`src/rtl/gpio_arb_pkg.sv`:
```
// rtl/gpio_arb_pkg.sv - shared state encoding and gpio address-window helpers for gpio_bus_arbiter
package gpio_arb_pkg;

  typedef enum logic [1:0] {
    ST_IDLE   = 2'd0,
    ST_ISSUE  = 2'd1,
    ST_RD_CAP = 2'd2
  } arb_state_e;

  localparam logic [1:0] GPIO_ADDR_DATA = 2'd0;
  localparam logic [1:0] GPIO_ADDR_DIRS = 2'd1;

  // Only the DATA and DIRS word windows exist; anything else is answered with err.
  function automatic logic addr_ok(input logic [1:0] word);
    return (word == GPIO_ADDR_DATA) || (word == GPIO_ADDR_DIRS);
  endfunction

endpackage

```
`src/rtl/rr_arbiter.sv`:
```
// rtl/rr_arbiter.sv - combinational round-robin one-hot grant, search starts just after last winner
module rr_arbiter #(
  parameter int NUM_REQ  = 2,
  parameter int ID_WIDTH = 1
) (
  input  logic [NUM_REQ-1:0]  req,
  input  logic [ID_WIDTH-1:0] last,
  output logic [NUM_REQ-1:0]  grant,
  output logic [ID_WIDTH-1:0] grant_id
);

  logic found;

  always_comb begin
    grant    = '0;
    grant_id = '0;
    found    = 1'b0;
    for (int i = 1; i <= NUM_REQ; i++) begin
      for (int k = 0; k < NUM_REQ; k++) begin
        if (!found && req[k] && (k == ((int'(last) + i) % NUM_REQ))) begin
          grant[k] = 1'b1;
          grant_id = ID_WIDTH'(k);
          found    = 1'b1;
        end
      end
    end
  end

endmodule

```
`src/rtl/gpio_bus_arbiter.sv`:
```
// rtl/gpio_bus_arbiter.sv - shares one gpio_module register port between NUM_REQ requesters
module gpio_bus_arbiter #(
  parameter int NUM_REQ  = 2,
  parameter int ID_WIDTH = 1
) (
  input  logic                    sysclk_i,
  input  logic                    reset_n_i,
  input  logic [NUM_REQ-1:0]      req_valid_i,
  input  logic [NUM_REQ-1:0]      req_write_i,
  input  logic [4*NUM_REQ-1:0]    req_addr_i,
  input  logic [4*NUM_REQ-1:0]    req_byte_sel_i,
  input  logic [32*NUM_REQ-1:0]   req_wdata_i,
  output logic [NUM_REQ-1:0]      req_ready_o,
  output logic                    rsp_valid_o,
  output logic [ID_WIDTH-1:0]     rsp_id_o,
  output logic                    rsp_write_o,
  output logic                    rsp_err_o,
  output logic [31:0]             rsp_rdata_o,
  output logic                    wr_ena_o,
  output logic [3:0]              wr_addr_o,
  output logic [3:0]              wr_byte_sel_o,
  output logic [31:0]             wr_data_o,
  output logic                    rd_ena_o,
  output logic [3:0]              rd_addr_o,
  input  logic [31:0]             rd_data_i
);
  import gpio_arb_pkg::*;

  arb_state_e          state_q, state_d;
  logic [ID_WIDTH-1:0] last_q, last_d, cmd_id_q, cmd_id_d;
  logic                cmd_write_q, cmd_write_d, cmd_err_q, cmd_err_d;

  logic [NUM_REQ-1:0]  grant;
  logic [ID_WIDTH-1:0] grant_id;
  logic                win_write;
  logic [3:0]          win_addr, win_sel;
  logic [31:0]         win_wdata;

  logic [NUM_REQ-1:0]  ready_d;
  logic                rsp_valid_d, rsp_write_d, rsp_err_d;
  logic [ID_WIDTH-1:0] rsp_id_d;
  logic [31:0]         rsp_rdata_d;
  logic                wr_ena_d, rd_ena_d;
  logic [3:0]          wr_addr_d, wr_sel_d, rd_addr_d;
  logic [31:0]         wr_data_d;

  rr_arbiter #(
    .NUM_REQ  (NUM_REQ),
    .ID_WIDTH (ID_WIDTH)
  ) u_rr_arbiter (
    .req      (req_valid_i),
    .last     (last_q),
    .grant    (grant),
    .grant_id (grant_id)
  );

  always_comb begin
    win_write = 1'b0;
    win_addr  = '0;
    win_sel   = '0;
    win_wdata = '0;
    for (int k = 0; k < NUM_REQ; k++) begin
      if (grant[k]) begin
        win_write = req_write_i[k];
        win_addr  = req_addr_i[4*k +: 4];
        win_sel   = req_byte_sel_i[4*k +: 4];
        win_wdata = req_wdata_i[32*k +: 32];
      end
    end
  end

  // Outputs are computed one cycle ahead so every port comes straight from a flop.
  always_comb begin
    state_d     = state_q;
    last_d      = last_q;
    cmd_id_d    = cmd_id_q;
    cmd_write_d = cmd_write_q;
    cmd_err_d   = cmd_err_q;
    ready_d     = '0;
    wr_ena_d    = 1'b0;
    wr_addr_d   = '0;
    wr_sel_d    = '0;
    wr_data_d   = '0;
    rd_ena_d    = 1'b0;
    rd_addr_d   = '0;
    rsp_valid_d = 1'b0;
    rsp_id_d    = rsp_id_o;
    rsp_write_d = rsp_write_o;
    rsp_err_d   = rsp_err_o;
    rsp_rdata_d = rsp_rdata_o;

    case (state_q)
      ST_IDLE: begin
        if (|req_valid_i) begin
          state_d     = ST_ISSUE;
          last_d      = grant_id;
          cmd_id_d    = grant_id;
          cmd_write_d = win_write;
          cmd_err_d   = !addr_ok(win_addr[3:2]);
          ready_d     = grant;
          if (addr_ok(win_addr[3:2])) begin
            if (win_write) begin
              wr_ena_d  = 1'b1;
              wr_addr_d = win_addr;
              wr_sel_d  = win_sel;
              wr_data_d = win_wdata;
            end else begin
              rd_ena_d  = 1'b1;
              rd_addr_d = win_addr;
            end
          end
        end
      end
      ST_ISSUE: begin
        if (cmd_write_q || cmd_err_q) begin
          state_d     = ST_IDLE;
          rsp_valid_d = 1'b1;
          rsp_id_d    = cmd_id_q;
          rsp_write_d = cmd_write_q;
          rsp_err_d   = cmd_err_q;
          rsp_rdata_d = '0;
        end else begin
          state_d = ST_RD_CAP;
        end
      end
      ST_RD_CAP: begin
        state_d     = ST_IDLE;
        rsp_valid_d = 1'b1;
        rsp_id_d    = cmd_id_q;
        rsp_write_d = 1'b0;
        rsp_err_d   = 1'b0;
        rsp_rdata_d = rd_data_i;
      end
      default: state_d = ST_IDLE;
    endcase
  end

  always_ff @(posedge sysclk_i) begin
    if (!reset_n_i) begin
      state_q       <= ST_IDLE;
      last_q        <= ID_WIDTH'(NUM_REQ - 1);
      cmd_id_q      <= '0;
      cmd_write_q   <= 1'b0;
      cmd_err_q     <= 1'b0;
      req_ready_o   <= '0;
      rsp_valid_o   <= 1'b0;
      rsp_id_o      <= '0;
      rsp_write_o   <= 1'b0;
      rsp_err_o     <= 1'b0;
      rsp_rdata_o   <= '0;
      wr_ena_o      <= 1'b0;
      wr_addr_o     <= '0;
      wr_byte_sel_o <= '0;
      wr_data_o     <= '0;
      rd_ena_o      <= 1'b0;
      rd_addr_o     <= '0;
    end else begin
      state_q       <= state_d;
      last_q        <= last_d;
      cmd_id_q      <= cmd_id_d;
      cmd_write_q   <= cmd_write_d;
      cmd_err_q     <= cmd_err_d;
      req_ready_o   <= ready_d;
      rsp_valid_o   <= rsp_valid_d;
      rsp_id_o      <= rsp_id_d;
      rsp_write_o   <= rsp_write_d;
      rsp_err_o     <= rsp_err_d;
      rsp_rdata_o   <= rsp_rdata_d;
      wr_ena_o      <= wr_ena_d;
      wr_addr_o     <= wr_addr_d;
      wr_byte_sel_o <= wr_sel_d;
      wr_data_o     <= wr_data_d;
      rd_ena_o      <= rd_ena_d;
      rd_addr_o     <= rd_addr_d;
    end
  end

endmodule
```
`config.mk`:
```
export PLATFORM = sky130hd
export DESIGN_NAME = gpio_bus_arbiter
export DESIGN_NICKNAME = d
export VERILOG_FILES = /design/src/rtl/gpio_arb_pkg.sv /design/src/rtl/rr_arbiter.sv /design/src/rtl/gpio_bus_arbiter.sv
export SDC_FILE = /design/constraint.sdc
export NUM_CORES = 1
export LEC_CHECK = 0
export BUFFER_PORTS_ARGS = -buffer_cell sky130_fd_sc_hd__buf_4
export CORE_ASPECT_RATIO = 0.6
export CORE_MARGIN = 3
export CORE_UTILIZATION = 42
export DETAILED_ROUTE_END_ITERATION = 10
export PLACE_DENSITY = 0.79
export SKIP_LAST_GASP = 1
export SYNTH_ARGS = -nofsm -noshare
export SYNTH_HDL_FRONTEND = slang
export SYNTH_SLANG_ARGS = --single-unit
```
`constraint.sdc`:
```
create_clock -name sysclk_i -period 2.2 [get_ports sysclk_i]
set_clock_uncertainty 0.15 [all_clocks]
set_input_delay 0 -clock sysclk_i [delete_from_list [all_inputs] [get_ports sysclk_i]]
set_output_delay 0 -clock sysclk_i [all_outputs]
set_load 0.01 [all_outputs]
```
==> run summary, run 1 <==
Status: did not finish
Failing step: clock tree synthesis (4_1_cts)
Run Error: [ERROR RSZ-0060] Max buffer count reached.
CTS-repair resized insts: 0
Post-synth EDFFs: 0
H-tree Lvls: 3
Hpwl dp: 7230 um
Port bufs: 201
Ys Warns: 0
Most common library cells after synthesis: dfxtp_1 (90), nor3_1 (42), a32oi_1 (40)
Share of the yosys chip area belonging to registers: 0.570
Placement Setup Slack: 231 ps
Post-CTS Hold Buffers: 118
Primary FF master, synth: dfxtp_1
Die H: 73.2 um
Clk buf depth: 2
Syn avg cell area: 10.9 um2
Placement Rows: 23
Die X: 118 um
Share of the synthesized area in the top cell type: 0.570
Setup Fix Bufs, Post-CTS: 0
Cells after synthesis: 290
Placed inst area: 0.00470 mm2
Initial Utilization: 0.454
Synth Cell Area: 0.00316 mm2
Synth top area cells: dfxtp_1 (57%), a32oi_1 (11%), a22o_1 (8.9%)
Seq cells post-synth: 90
Most frequent cell after synthesis: dfxtp_1
Post-synth ARST share: 0
CTS root buf: clkbuf_16
Placed cells: 570
Area leader, netlist: dfxtp_1
Placer Congestion: 0.796
Clock Sink Count: 90
Ports: 202
Cts bufs inserted: 9
Netlist cell types: 32
-- stage by stage --
stage | util | hold slack [ps]
after global placement | 0.674 | 65.9
after detailed placement | 0.674 | 69.2
after floorplan | - | -17.4
-- cells by family after synthesis --
kind of cell               share of synthesized area
and+or+nand+nor                                0.104
muxes                                        0.00317
AOI/OAI and AO/OA                              0.244
other                                        0.00119
buffers and inverters                         0.0657
DFF                                            0.570
adders and majority gates                     0.0119
==> inputs of run 2 (changes only) <==
--- a/config.mk
+++ b/config.mk
@@ -6,11 +6,10 @@
 export NUM_CORES = 1
 export LEC_CHECK = 0
 export BUFFER_PORTS_ARGS = -buffer_cell sky130_fd_sc_hd__buf_4
-export CORE_ASPECT_RATIO = 0.6
 export CORE_MARGIN = 3
-export CORE_UTILIZATION = 42
+export CORE_UTILIZATION = 27
 export DETAILED_ROUTE_END_ITERATION = 10
-export PLACE_DENSITY = 0.79
+export PLACE_DENSITY_LB_ADDON = 0.15
 export SKIP_LAST_GASP = 1
 export SYNTH_ARGS = -nofsm -noshare
 export SYNTH_HDL_FRONTEND = slang
==> run summary, run 2 <==
CTS root buf: clkbuf_16
Drt first pass iters: 4
Placer Congestion: 0.704 (-11%)
Die area: 0.0130 mm2
Core area: 0.0111 mm2
Hpwl dp: 7530 um (+4.2%)
Final net count: 720
Primary FF master, synth: dfxtp_1
Area leader, netlist: dfxtp_1
Lkg Pwr: 2.72 nW
Vias per Instance: 4.86
H-tree Lvls: 3 (unchanged)
Worst-path clk slew: 70 ps
Syn avg cell area: 10.9 um2 (unchanged)
Port bufs: 201 (unchanged)
Post-synth EDFFs: 0 (unchanged)
Status: finished, final reports clean
Die H: 114 um (+56%)
Top flop regs: rsp_rdata_o (32), wr_data_o (32)
Initial Utilization: 0.284 (-0.170)
Worst hold path type: primary input to flop
Initial DRC Count: 192
Setup Fix Bufs, Post-CTS: 0 (unchanged)
Initial antenna violation count: 0
Area Overhead vs Synth: 98.1%
CP arrival: 2250 ps
Fmax: 463 MHz
CTS tree: done
RSZ-0062 raised after global routing: yes
Largest net degree at the start of global routing: 45
Most frequent cell after synthesis: dfxtp_1
Worst setup EP type: flop
Post-synth ARST share: 0 (unchanged)
Clk buf depth: 2 (unchanged)
Share of the yosys chip area belonging to registers: 0.570 (unchanged)
Routed Antenna Nets: 0
Final count of hold timing violations: 0
Cts bufs inserted: 9 (unchanged)
GRT overflow: 0
Worst-skew pair later-pin latency: 330 ps
WHS: 112 ps
Ratio of cells with drive above 1 in the final layout: 0.387
Die X: 114 um (-3.2%)
Power Density: 654 mW/mm2
Commonest non-fill, non-tap cell in the layout: buf_4
Critical Path RT: 2290 ps
Ports: 202 (unchanged)
WL final: 12100 um
Via count: 3616
Placed cells: 611 (+7.2%)
First-pass GRT wire length: 18600 um
CP startpoint kind: primary input
Wire per inst: 16.3 um
Final WS setup: 39.2 ps
Fin. max-slew vios: 0
Diodes inserted: 0
# Max-Cap Violations: 0
FILL cells: 959
GRT Total Usage: 0.178
Cells after synthesis: 290 (unchanged)
Share of the synthesized area in the top cell type: 0.570 (unchanged)
Endpoints failing setup: 0
Setup CP Type: primary input to flop
Synth top area cells: dfxtp_1 (57%), a32oi_1 (11%), a22o_1 (8.9%)
Period utilisation layout: 0.982
Seq cells post-synth: 90 (unchanged)
Most frequent cells in the layout: buf_4 (209), dlygate4sd3_1 (117), dfxtp_1 (90), nor3_1 (42), a32oi_1 (39)
Placement Rows: 38 (+65%)
TNS Setup: 0 ps
Ys Warns: 0 (unchanged)
Placement Setup Slack: 232 ps (+0.710 ps)
Max VDD drop: 0.000505 V
Drt drc: 0
Layout Cells excl Fill: 744
Number of global-route vias before repair: 3758
Most common library cells after synthesis: dfxtp_1 (90), nor3_1 (42), a32oi_1 (40)
Min cycle time layout: 2160 ps
Worst-path maximum fanout: 27
Tot Pwr: 4.10 mW
Synth Cell Area: 0.00316 mm2 (unchanged)
Netlist cell types: 32 (unchanged)
Clock Sink Count: 90 (unchanged)
==> run 2: cell counts after synthesis <==
No cell type changed its count.
==> run 2: area by class of cell <==
class / instances / area, um2 / area share
clock buffer: 9 / 225 / 0.0360
clock inverter: 7 / 77.6 / 0.0124
inverter: 4 / 15.0 / 0.00240
multi-input combinational: 165 / 1180 / 0.188
sequential: 90 / 1800 / 0.288
tap: 140 / 175 / 0.0280
timing repair buffer: 329 / 2790 / 0.445
==> run 2: per-stage QoR <==
stage,area (um2),utilization
after floorplan,3160,-
after global placement,4770,0.429
after detailed placement,4770,0.429
after CTS,6240,0.561
after global routing,6260,0.563
final,6260,0.563
==> run 2: critical path: stages <==
cell,delay [ps]
dlygate4sd3_1,540
buf_4,160
a21boi_4,200
buf_8,230
buf_6,220
a32oi_1,90
dlygate4sd3_1,600
nor3_1,180
==> run 2: cell families (layout without fill, tap and decap cells) <==
kind of cell	count (synthesis)	in the layout	synth area share
AND/OR/NAND/NOR	66	66	0.104
multiplexers	1	1	0.00317
other	1	2	0.00119
buffers and inverters	36	349	0.0657
adder cells (fa/ha/maj)	3	3	0.0119
AO/OA/AOI/OAI	93	93	0.244
flip-flops	90	90	0.570
==> run 2: worst paths after layout <==
check	end	slack (ps)	start	depth (start not counted)
hold / removal	req_ready_o[1]	110	req_valid_i[0]	3
hold reg to reg	rsp_id_o	320	rsp_id_o	2
setup reg to reg	wr_data_o[9]	100	last_q	6
setup / recovery	wr_data_o[9]	40	req_valid_i[1]	8
==> run 2: power breakdown <==
group / internal [mW] / leakage (nW) / total (mW) / switching (mW)
clock: 0.891 / 0.146 / 1.56 / 0.669
sequential: 1.69 / 0.729 / 1.72 / 0.0300
combinational: 0.483 / 1.85 / 0.818 / 0.335
==> run 2: what timing repair did <==
item,CTS,global route
resized for setup,0,4
endpoints found under the hold margin,87,0
hold buffers,117,0
endpoints found under the setup margin,0,31
==> run 2: per-layer routing <==
layer | up-vias | GRT usage | wire [um]
met5 | - | 0 | 0
met4 | 0 | 0.0491 | 199
met1 | 1711 | 0.198 | 4860
met3 | 19 | 0.0571 | 932
li1 | 1728 | - | -
met2 | 158 | 0.324 | 6140
Power figures use the tool's default switching activity.
